===== src/rtl/exec_mem_reg_if.sv =====
// Execute-to-memory bundle: execute-side inputs, memory-side outputs
// and the forwarding port back to the execute operand muxes.
// master: execute/environment side, slave: the pipeline register.
interface exec_mem_reg_if #(
    parameter int REG_SIZE = 32,
    parameter int REG_ADDR = 5
);
    logic                ex_valid;
    logic [REG_SIZE-1:0] ex_alu_out;
    logic                ex_overflow;
    logic                ex_zero;
    logic                ex_ovf_trap;
    logic [REG_SIZE-1:0] ex_store_data;
    logic [REG_ADDR-1:0] ex_rd;
    logic                ex_regwrite;
    logic                ex_memread;
    logic                ex_memwrite;
    logic                ex_byte;
    logic [REG_SIZE-1:0] ex_pc;

    logic                mem_valid;
    logic [REG_SIZE-1:0] mem_alu_out;
    logic                mem_zero;
    logic [REG_SIZE-1:0] mem_store_data;
    logic [REG_ADDR-1:0] mem_rd;
    logic                mem_regwrite;
    logic                mem_memread;
    logic                mem_memwrite;
    logic                mem_byte;
    logic [REG_SIZE-1:0] mem_pc;
    logic                mem_exc;
    logic [1:0]          mem_exc_code;
    logic                exc_pending;

    logic                fwd_en;
    logic [REG_ADDR-1:0] fwd_rd;
    logic [REG_SIZE-1:0] fwd_val;

    modport master (
        output ex_valid, ex_alu_out, ex_overflow, ex_zero, ex_ovf_trap,
        output ex_store_data, ex_rd, ex_regwrite, ex_memread,
        output ex_memwrite, ex_byte, ex_pc,
        input  mem_valid, mem_alu_out, mem_zero, mem_store_data, mem_rd,
        input  mem_regwrite, mem_memread, mem_memwrite, mem_byte, mem_pc,
        input  mem_exc, mem_exc_code, exc_pending,
        input  fwd_en, fwd_rd, fwd_val
    );

    modport slave (
        input  ex_valid, ex_alu_out, ex_overflow, ex_zero, ex_ovf_trap,
        input  ex_store_data, ex_rd, ex_regwrite, ex_memread,
        input  ex_memwrite, ex_byte, ex_pc,
        output mem_valid, mem_alu_out, mem_zero, mem_store_data, mem_rd,
        output mem_regwrite, mem_memread, mem_memwrite, mem_byte, mem_pc,
        output mem_exc, mem_exc_code, exc_pending,
        output fwd_en, fwd_rd, fwd_val
    );
endinterface


===== src/rtl/exec_mem_reg.sv =====
// EX/MEM pipeline register with stall, flush, exception capture and
// forwarding port. Ports: clk, reset (async high), stall, flush, bus.
module exec_mem_reg #(
    parameter int REG_SIZE = 32,
    parameter int REG_ADDR = 5
) (
    input  logic          clk,
    input  logic          reset,
    input  logic          stall,
    input  logic          flush,
    exec_mem_reg_if.slave bus
);
    logic                valid_q;
    logic [REG_SIZE-1:0] alu_q;
    logic                zero_q;
    logic [REG_SIZE-1:0] sd_q;
    logic [REG_ADDR-1:0] rd_q;
    logic                rw_q;
    logic                mr_q;
    logic                mw_q;
    logic                byte_q;
    logic [REG_SIZE-1:0] pc_q;
    logic                exc_q;
    logic [1:0]          code_q;
    logic                pend_q;

    logic                accept;
    logic                misal;
    logic [1:0]          code_d;

    assign accept = bus.ex_valid & ~pend_q;
    // Byte accesses can never be misaligned.
    assign misal  = ~bus.ex_byte & (bus.ex_alu_out[1:0] != 2'b00);

    // Overflow outranks misalignment; load outranks store.
    always_comb begin
        code_d = 2'd0;
        if (bus.ex_overflow & bus.ex_ovf_trap)
            code_d = 2'd1;
        else if (bus.ex_memread & misal)
            code_d = 2'd2;
        else if (bus.ex_memwrite & misal)
            code_d = 2'd3;
    end

    always_ff @(posedge clk or posedge reset) begin
        if (reset) begin
            valid_q <= 1'b0;
            alu_q   <= '0;
            zero_q  <= 1'b0;
            sd_q    <= '0;
            rd_q    <= '0;
            rw_q    <= 1'b0;
            mr_q    <= 1'b0;
            mw_q    <= 1'b0;
            byte_q  <= 1'b0;
            pc_q    <= '0;
            exc_q   <= 1'b0;
            code_q  <= 2'd0;
            pend_q  <= 1'b0;
        end else if (flush) begin
            valid_q <= 1'b0;
            rw_q    <= 1'b0;
            mr_q    <= 1'b0;
            mw_q    <= 1'b0;
            exc_q   <= 1'b0;
            code_q  <= 2'd0;
            pend_q  <= 1'b0;
        end else if (!stall) begin
            alu_q  <= bus.ex_alu_out;
            zero_q <= bus.ex_zero;
            sd_q   <= bus.ex_store_data;
            rd_q   <= bus.ex_rd;
            byte_q <= bus.ex_byte;
            pc_q   <= bus.ex_pc;
            if (accept) begin
                // A faulting instruction stays valid but loses its
                // side effects; younger ones are squashed until flush.
                valid_q <= 1'b1;
                exc_q   <= (code_d != 2'd0);
                code_q  <= code_d;
                pend_q  <= (code_d != 2'd0);
                rw_q    <= bus.ex_regwrite & (code_d == 2'd0);
                mr_q    <= bus.ex_memread  & (code_d == 2'd0);
                mw_q    <= bus.ex_memwrite & (code_d == 2'd0);
            end else begin
                valid_q <= 1'b0;
                exc_q   <= 1'b0;
                code_q  <= 2'd0;
                rw_q    <= 1'b0;
                mr_q    <= 1'b0;
                mw_q    <= 1'b0;
            end
        end
    end

    assign bus.mem_valid      = valid_q;
    assign bus.mem_alu_out    = alu_q;
    assign bus.mem_zero       = zero_q;
    assign bus.mem_store_data = sd_q;
    assign bus.mem_rd         = rd_q;
    assign bus.mem_regwrite   = rw_q;
    assign bus.mem_memread    = mr_q;
    assign bus.mem_memwrite   = mw_q;
    assign bus.mem_byte       = byte_q;
    assign bus.mem_pc         = pc_q;
    assign bus.mem_exc        = exc_q;
    assign bus.mem_exc_code   = code_q;
    assign bus.exc_pending    = pend_q;

    assign bus.fwd_en  = valid_q & rw_q & (rd_q != '0);
    assign bus.fwd_rd  = rd_q;
    assign bus.fwd_val = alu_q;
endmodule


===== src/flat_wrapper.sv =====
// flat-port wrapper written by rule: the top's interface ports become plain ports
module exec_mem_reg_flat 
#(
    parameter int REG_SIZE = 32,
    parameter int REG_ADDR = 5
)
  (clk, reset, stall, flush, bus_ex_valid, bus_ex_alu_out, bus_ex_overflow, bus_ex_zero, bus_ex_ovf_trap, bus_ex_store_data, bus_ex_rd, bus_ex_regwrite, bus_ex_memread, bus_ex_memwrite, bus_ex_byte, bus_ex_pc, bus_mem_valid, bus_mem_alu_out, bus_mem_zero, bus_mem_store_data, bus_mem_rd, bus_mem_regwrite, bus_mem_memread, bus_mem_memwrite, bus_mem_byte, bus_mem_pc, bus_mem_exc, bus_mem_exc_code, bus_exc_pending, bus_fwd_en, bus_fwd_rd, bus_fwd_val);
  exec_mem_reg_if #(.REG_SIZE(REG_SIZE), .REG_ADDR(REG_ADDR)) bus_i ();
  input  logic clk;
  input  logic reset;
  input  logic stall;
  input  logic flush;
  input wire logic [$bits(bus_i.ex_valid)-1:0] bus_ex_valid;
  input wire logic [$bits(bus_i.ex_alu_out)-1:0] bus_ex_alu_out;
  input wire logic [$bits(bus_i.ex_overflow)-1:0] bus_ex_overflow;
  input wire logic [$bits(bus_i.ex_zero)-1:0] bus_ex_zero;
  input wire logic [$bits(bus_i.ex_ovf_trap)-1:0] bus_ex_ovf_trap;
  input wire logic [$bits(bus_i.ex_store_data)-1:0] bus_ex_store_data;
  input wire logic [$bits(bus_i.ex_rd)-1:0] bus_ex_rd;
  input wire logic [$bits(bus_i.ex_regwrite)-1:0] bus_ex_regwrite;
  input wire logic [$bits(bus_i.ex_memread)-1:0] bus_ex_memread;
  input wire logic [$bits(bus_i.ex_memwrite)-1:0] bus_ex_memwrite;
  input wire logic [$bits(bus_i.ex_byte)-1:0] bus_ex_byte;
  input wire logic [$bits(bus_i.ex_pc)-1:0] bus_ex_pc;
  output wire logic [$bits(bus_i.mem_valid)-1:0] bus_mem_valid;
  output wire logic [$bits(bus_i.mem_alu_out)-1:0] bus_mem_alu_out;
  output wire logic [$bits(bus_i.mem_zero)-1:0] bus_mem_zero;
  output wire logic [$bits(bus_i.mem_store_data)-1:0] bus_mem_store_data;
  output wire logic [$bits(bus_i.mem_rd)-1:0] bus_mem_rd;
  output wire logic [$bits(bus_i.mem_regwrite)-1:0] bus_mem_regwrite;
  output wire logic [$bits(bus_i.mem_memread)-1:0] bus_mem_memread;
  output wire logic [$bits(bus_i.mem_memwrite)-1:0] bus_mem_memwrite;
  output wire logic [$bits(bus_i.mem_byte)-1:0] bus_mem_byte;
  output wire logic [$bits(bus_i.mem_pc)-1:0] bus_mem_pc;
  output wire logic [$bits(bus_i.mem_exc)-1:0] bus_mem_exc;
  output wire logic [$bits(bus_i.mem_exc_code)-1:0] bus_mem_exc_code;
  output wire logic [$bits(bus_i.exc_pending)-1:0] bus_exc_pending;
  output wire logic [$bits(bus_i.fwd_en)-1:0] bus_fwd_en;
  output wire logic [$bits(bus_i.fwd_rd)-1:0] bus_fwd_rd;
  output wire logic [$bits(bus_i.fwd_val)-1:0] bus_fwd_val;
  assign bus_i.ex_valid = bus_ex_valid;
  assign bus_i.ex_alu_out = bus_ex_alu_out;
  assign bus_i.ex_overflow = bus_ex_overflow;
  assign bus_i.ex_zero = bus_ex_zero;
  assign bus_i.ex_ovf_trap = bus_ex_ovf_trap;
  assign bus_i.ex_store_data = bus_ex_store_data;
  assign bus_i.ex_rd = bus_ex_rd;
  assign bus_i.ex_regwrite = bus_ex_regwrite;
  assign bus_i.ex_memread = bus_ex_memread;
  assign bus_i.ex_memwrite = bus_ex_memwrite;
  assign bus_i.ex_byte = bus_ex_byte;
  assign bus_i.ex_pc = bus_ex_pc;
  assign bus_mem_valid = bus_i.mem_valid;
  assign bus_mem_alu_out = bus_i.mem_alu_out;
  assign bus_mem_zero = bus_i.mem_zero;
  assign bus_mem_store_data = bus_i.mem_store_data;
  assign bus_mem_rd = bus_i.mem_rd;
  assign bus_mem_regwrite = bus_i.mem_regwrite;
  assign bus_mem_memread = bus_i.mem_memread;
  assign bus_mem_memwrite = bus_i.mem_memwrite;
  assign bus_mem_byte = bus_i.mem_byte;
  assign bus_mem_pc = bus_i.mem_pc;
  assign bus_mem_exc = bus_i.mem_exc;
  assign bus_mem_exc_code = bus_i.mem_exc_code;
  assign bus_exc_pending = bus_i.exc_pending;
  assign bus_fwd_en = bus_i.fwd_en;
  assign bus_fwd_rd = bus_i.fwd_rd;
  assign bus_fwd_val = bus_i.fwd_val;
  exec_mem_reg #(.REG_SIZE(REG_SIZE), .REG_ADDR(REG_ADDR)) u_core (.clk(clk), .reset(reset), .stall(stall), .flush(flush), .bus(bus_i));
endmodule

===== config.mk =====
export PLATFORM = sky130hd
export DESIGN_NAME = exec_mem_reg_flat
export DESIGN_NICKNAME = d
export VERILOG_FILES = /design/src/rtl/exec_mem_reg_if.sv /design/src/rtl/exec_mem_reg.sv /design/src/flat_wrapper.sv
export SDC_FILE = /design/constraint.sdc
export NUM_CORES = 1
export LEC_CHECK = 0
export ABC_AREA = 1
export ABC_CLOCK_PERIOD_IN_PS = 4880
export CAP_MARGIN = 20
export CORE_MARGIN = 8
export CORE_UTILIZATION = 38
export CTS_CLUSTER_SIZE = 14
export DETAILED_ROUTE_END_ITERATION = 6
export HOLD_SLACK_MARGIN = 0.02
export PLACE_DENSITY = 0.8
export REMOVE_ABC_BUFFERS = 1
export SLEW_MARGIN = 30
export SYNTH_ARGS = -nofsm -noshare
export SYNTH_HDL_FRONTEND = slang
export SYNTH_SLANG_ARGS = --single-unit

===== constraint.sdc =====
create_clock -name clk -period 4.88 [get_ports clk]
set_input_delay 1.22 -clock clk [delete_from_list [all_inputs] [get_ports clk]]
set_output_delay 1.22 -clock clk [all_outputs]
set_load 0.02 [all_outputs]

==> impl_metrics.yaml <==
logic_synthesis:
  synthesis.area_sq_um: 4540
  ys_types: 12
  seq_area_frac_synth: 0.611
  ys_warn_count: 0
  synth-seq-cells: 111
  syn_area_per_cell_sq_um: 8.59
  synth_cells: 529
critical_path:
  critPathMostFrequentCell: "nand2_1"
  cp_max_fo: 52
  max_stage_delay_ns: 0.54
  reg2reg_depth: 5
  r2r_setup_slack_ns: 3.75
  critPathArrivalTime_ns: 3.18
  r2r-end: "u_core.bus.mem_memwrite"
  critPathCaptureType: "flop"
  required_ns: 5.10
  cp_num_buf_inv: 3
  start_kind: "primary input"
  slowest_stage: "buf_4"
  cp_top_family: "buffers and inverters"
  crit_type: "in -> reg"
  r2r-start: "u_core.bus.exc_pending"
  crit_start: "flush"
  crit_chain: "clkdlybuf4s50_1, nor2_4, clkinv_2, buf_4, nand2_1, nand2_1"
clock_network:
  cts_buffers: 9
  cts-htree-levels: 3
  cts-hold-fix-buffers: 0
  cts_resized: 0
  cts_tree: "done"
  path_clk_slew_ns: 0.06
  numClockSinks: 111
  cts_root_buf: "clkbuf_16"
  postCtsSetupBuffers: 0
  cts_buffer_depth: 2
  clk_latency_ns: 0.33
cells_and_area:
  num-fill-cells: 1012
  nets: 859
  drive_above_1_share: 0.0293
  area_growth_pct: 60.7
  n_antenna_cell: 0
global_route:
  grt_use_met2: 0.306
  grt_max_degree: 105
  top_usage_layer: "met2"
  grt_pass1_wl_um: 22300
  grt_use_met1: 0.190
  grt_pass1_vias: 4297
  track_usage: 0.174
  grt_use_met3: 0.0620
  antenna_found_initial: 0
  grt.overflow.total: 0
sta:
  rsz0062_at_grt: "no"
  finalSetupTns_ns: 0
  tightestPinTransition_ns: 0.753
  setup_viol: 0
  fin_ws_ns: 1.92
  hold_viol_final: 0
  fin_crit_ns: 2.96
  fin_crit_sh: 0.607
  slew_headroom: 0.498
  skew_ns: 0.000591
  max_freq_mhz: 338
  hold_ws_ns: 0.470
  slew_viol_final: 0
power_and_ir_drop:
  internal_power_mw: 1.85
  pwr-share-clk: 0.292
  p_leak_nw: 3.59
  power.density_nw_per_um2: 360
  vdd_drop_max_v: 0.000197
  power_frac_seq: 0.420
  p_sw_uw: 775
  p_total_mw: 2.63
  pwr-share-comb: 0.288
  switching_share: 0.295
route:
  drtIter0Drc: 273
  wire_per_inst_um: 15.3
  viasPerCell: 4.50
  drc: 0
  ant_nets: 0
  vias: 4045
  wirelength_um: 13700
  drtPass1Iterations: 5
place:
  place_congestion: 0.771
  dp_hpwl_um: 10400
  port_buffers: 261
  dpl_worst_slack_ns: 1.49
worst_hold_path:
  hp-class: "reg -> reg"
  hold_depth: 2
  hold_end: "u_core.bus.mem_store_data[4]"
  worstHoldStart: "u_core.bus.mem_store_data[4]"
die:
  die_h_um: 125
  rows: 40
  die_x_um: 125
  pin_count: 262
  core_area_sq_um: 11900
  die-area_sq_um: 15700
  start_util: 0.383
outcome:
  outcome: "completed"
flow_run:
  max_cap_viol_count: 0
-- cell usage after synthesis --
cell type,number,share of area
inv_2,1,0.00083
buf_4,39,0.064
nand3_1,6,0.0066
inv_1,15,0.012
a21oi_1,1,0.0011
dfrtp_1,111,0.61
nor2_4,1,0.0025
nand4_1,1,0.0014
nor2_1,5,0.0041
buf_2,20,0.022
o21ai_0,6,0.0066
nand2_1,323,0.27
-- through the flow --
| stage | utilization | std cells | area (sq um) |
|---|---|---|---|
| after global routing | 0.616 | 898 | 7300 |
| after floorplan | - | 470 | 4150 |
| after CTS | 0.615 | 898 | 7300 |
| after detailed placement | 0.589 | 882 | 6980 |
| after global placement | 0.589 | 882 | 6980 |
| final | 0.616 | 898 | 7300 |
-- worst min-delay path, cell delays in order (launching register included) --
cell     delay (ns)
dfrtp_1        0.34
nand2_1        0.05
nand2_1        0.05
-- final cells by class --
class                   count  area (sq um)  share of cell area
repair buffers            265          2650               0.362
clock buffers              10           229              0.0314
flip-flops and latches    111          2780               0.380
multi-input cells         343          1310               0.180
inverters                  16          66.3             0.00908
clock inverters             6          85.1              0.0117
well taps                 147           184              0.0252
-- worst max-delay path by stage --
stage,endpoint,cells past startpoint,slack [ns]
after floorplan,u_core.bus.exc_pending,1,0.73
after global placement,u_core.bus.mem_regwrite,7,1.58
after detailed placement,u_core.bus.mem_memwrite,7,1.49
after CTS,u_core.bus.mem_memwrite,7,1.85
after global routing,u_core.bus.fwd_val[28],6,1.75
final,u_core.bus.fwd_val[28],6,1.92
-- placed cells by master (no fill, tap or decap) --
cell type | netlist | layout
o21ai_0 | 6 | 6
clkinv_2 | 0 | 3
a21oi_1 | 1 | 1
nand3_1 | 6 | 6
buf_4 | 39 | 3
bufinv_16 | 0 | 2
clkbuf_16 | 0 | 9
nand2_1 | 323 | 323
nor2_4 | 1 | 1
nand4_1 | 1 | 1
buf_6 | 0 | 1
dfrtp_1 | 111 | 111
inv_6 | 0 | 1
nor2_1 | 5 | 5
inv_1 | 15 | 14
clkinvlp_4 | 0 | 2
clkdlybuf4s50_1 | 0 | 261
clkbuf_1 | 0 | 1
-- power groups by stage --
stage | registers (mW) | clock network [mW] | logic [mW]
5_1_grt | 1.12 | 0.821 | 0.810
6_report | 1.10 | 0.767 | 0.756
3_5_place_dp | 1.12 | 0 | 0.766
2_1_floorplan | 1.30 | 0 | 0.126
3_3_place_gp | 1.11 | 0 | 0.756
4_1_cts | 1.10 | 0.793 | 0.768
-- flip-flops by register name, summed over array words and instances (netlist names) --
signal and count:
u_core.bus.exc_pending 1, u_core.bus.fwd_rd 5, u_core.bus.fwd_val 32, u_core.bus.mem_byte 1, u_core.bus.mem_exc 1, u_core.bus.mem_exc_code 2, u_core.bus.mem_memread 1, u_core.bus.mem_memwrite 1
u_core.bus.mem_pc 32, u_core.bus.mem_regwrite 1, u_core.bus.mem_store_data 32, u_core.bus.mem_valid 1, u_core.bus.mem_zero 1
-- kinds of logic (layout without fill, tap and decap cells) --
kind of cell / after synthesis / in the layout / share of synthesized area
AO/OA/AOI/OAI: 7 / 7 / 0.00771
AND/OR/NAND/NOR: 336 / 336 / 0.281
buffers and inverters: 75 / 297 / 0.0997
flip-flops: 111 / 111 / 0.611
-- metal layers --
metal,wire [um],share of wire,vias up
li1,-,-,1975
met1,5250,0.38,1881
met2,7090,0.52,172
met3,1160,0.085,17
met4,244,0.018,0
met5,0,0,-
No activity file was read; power rests on OpenSTA's default activity.
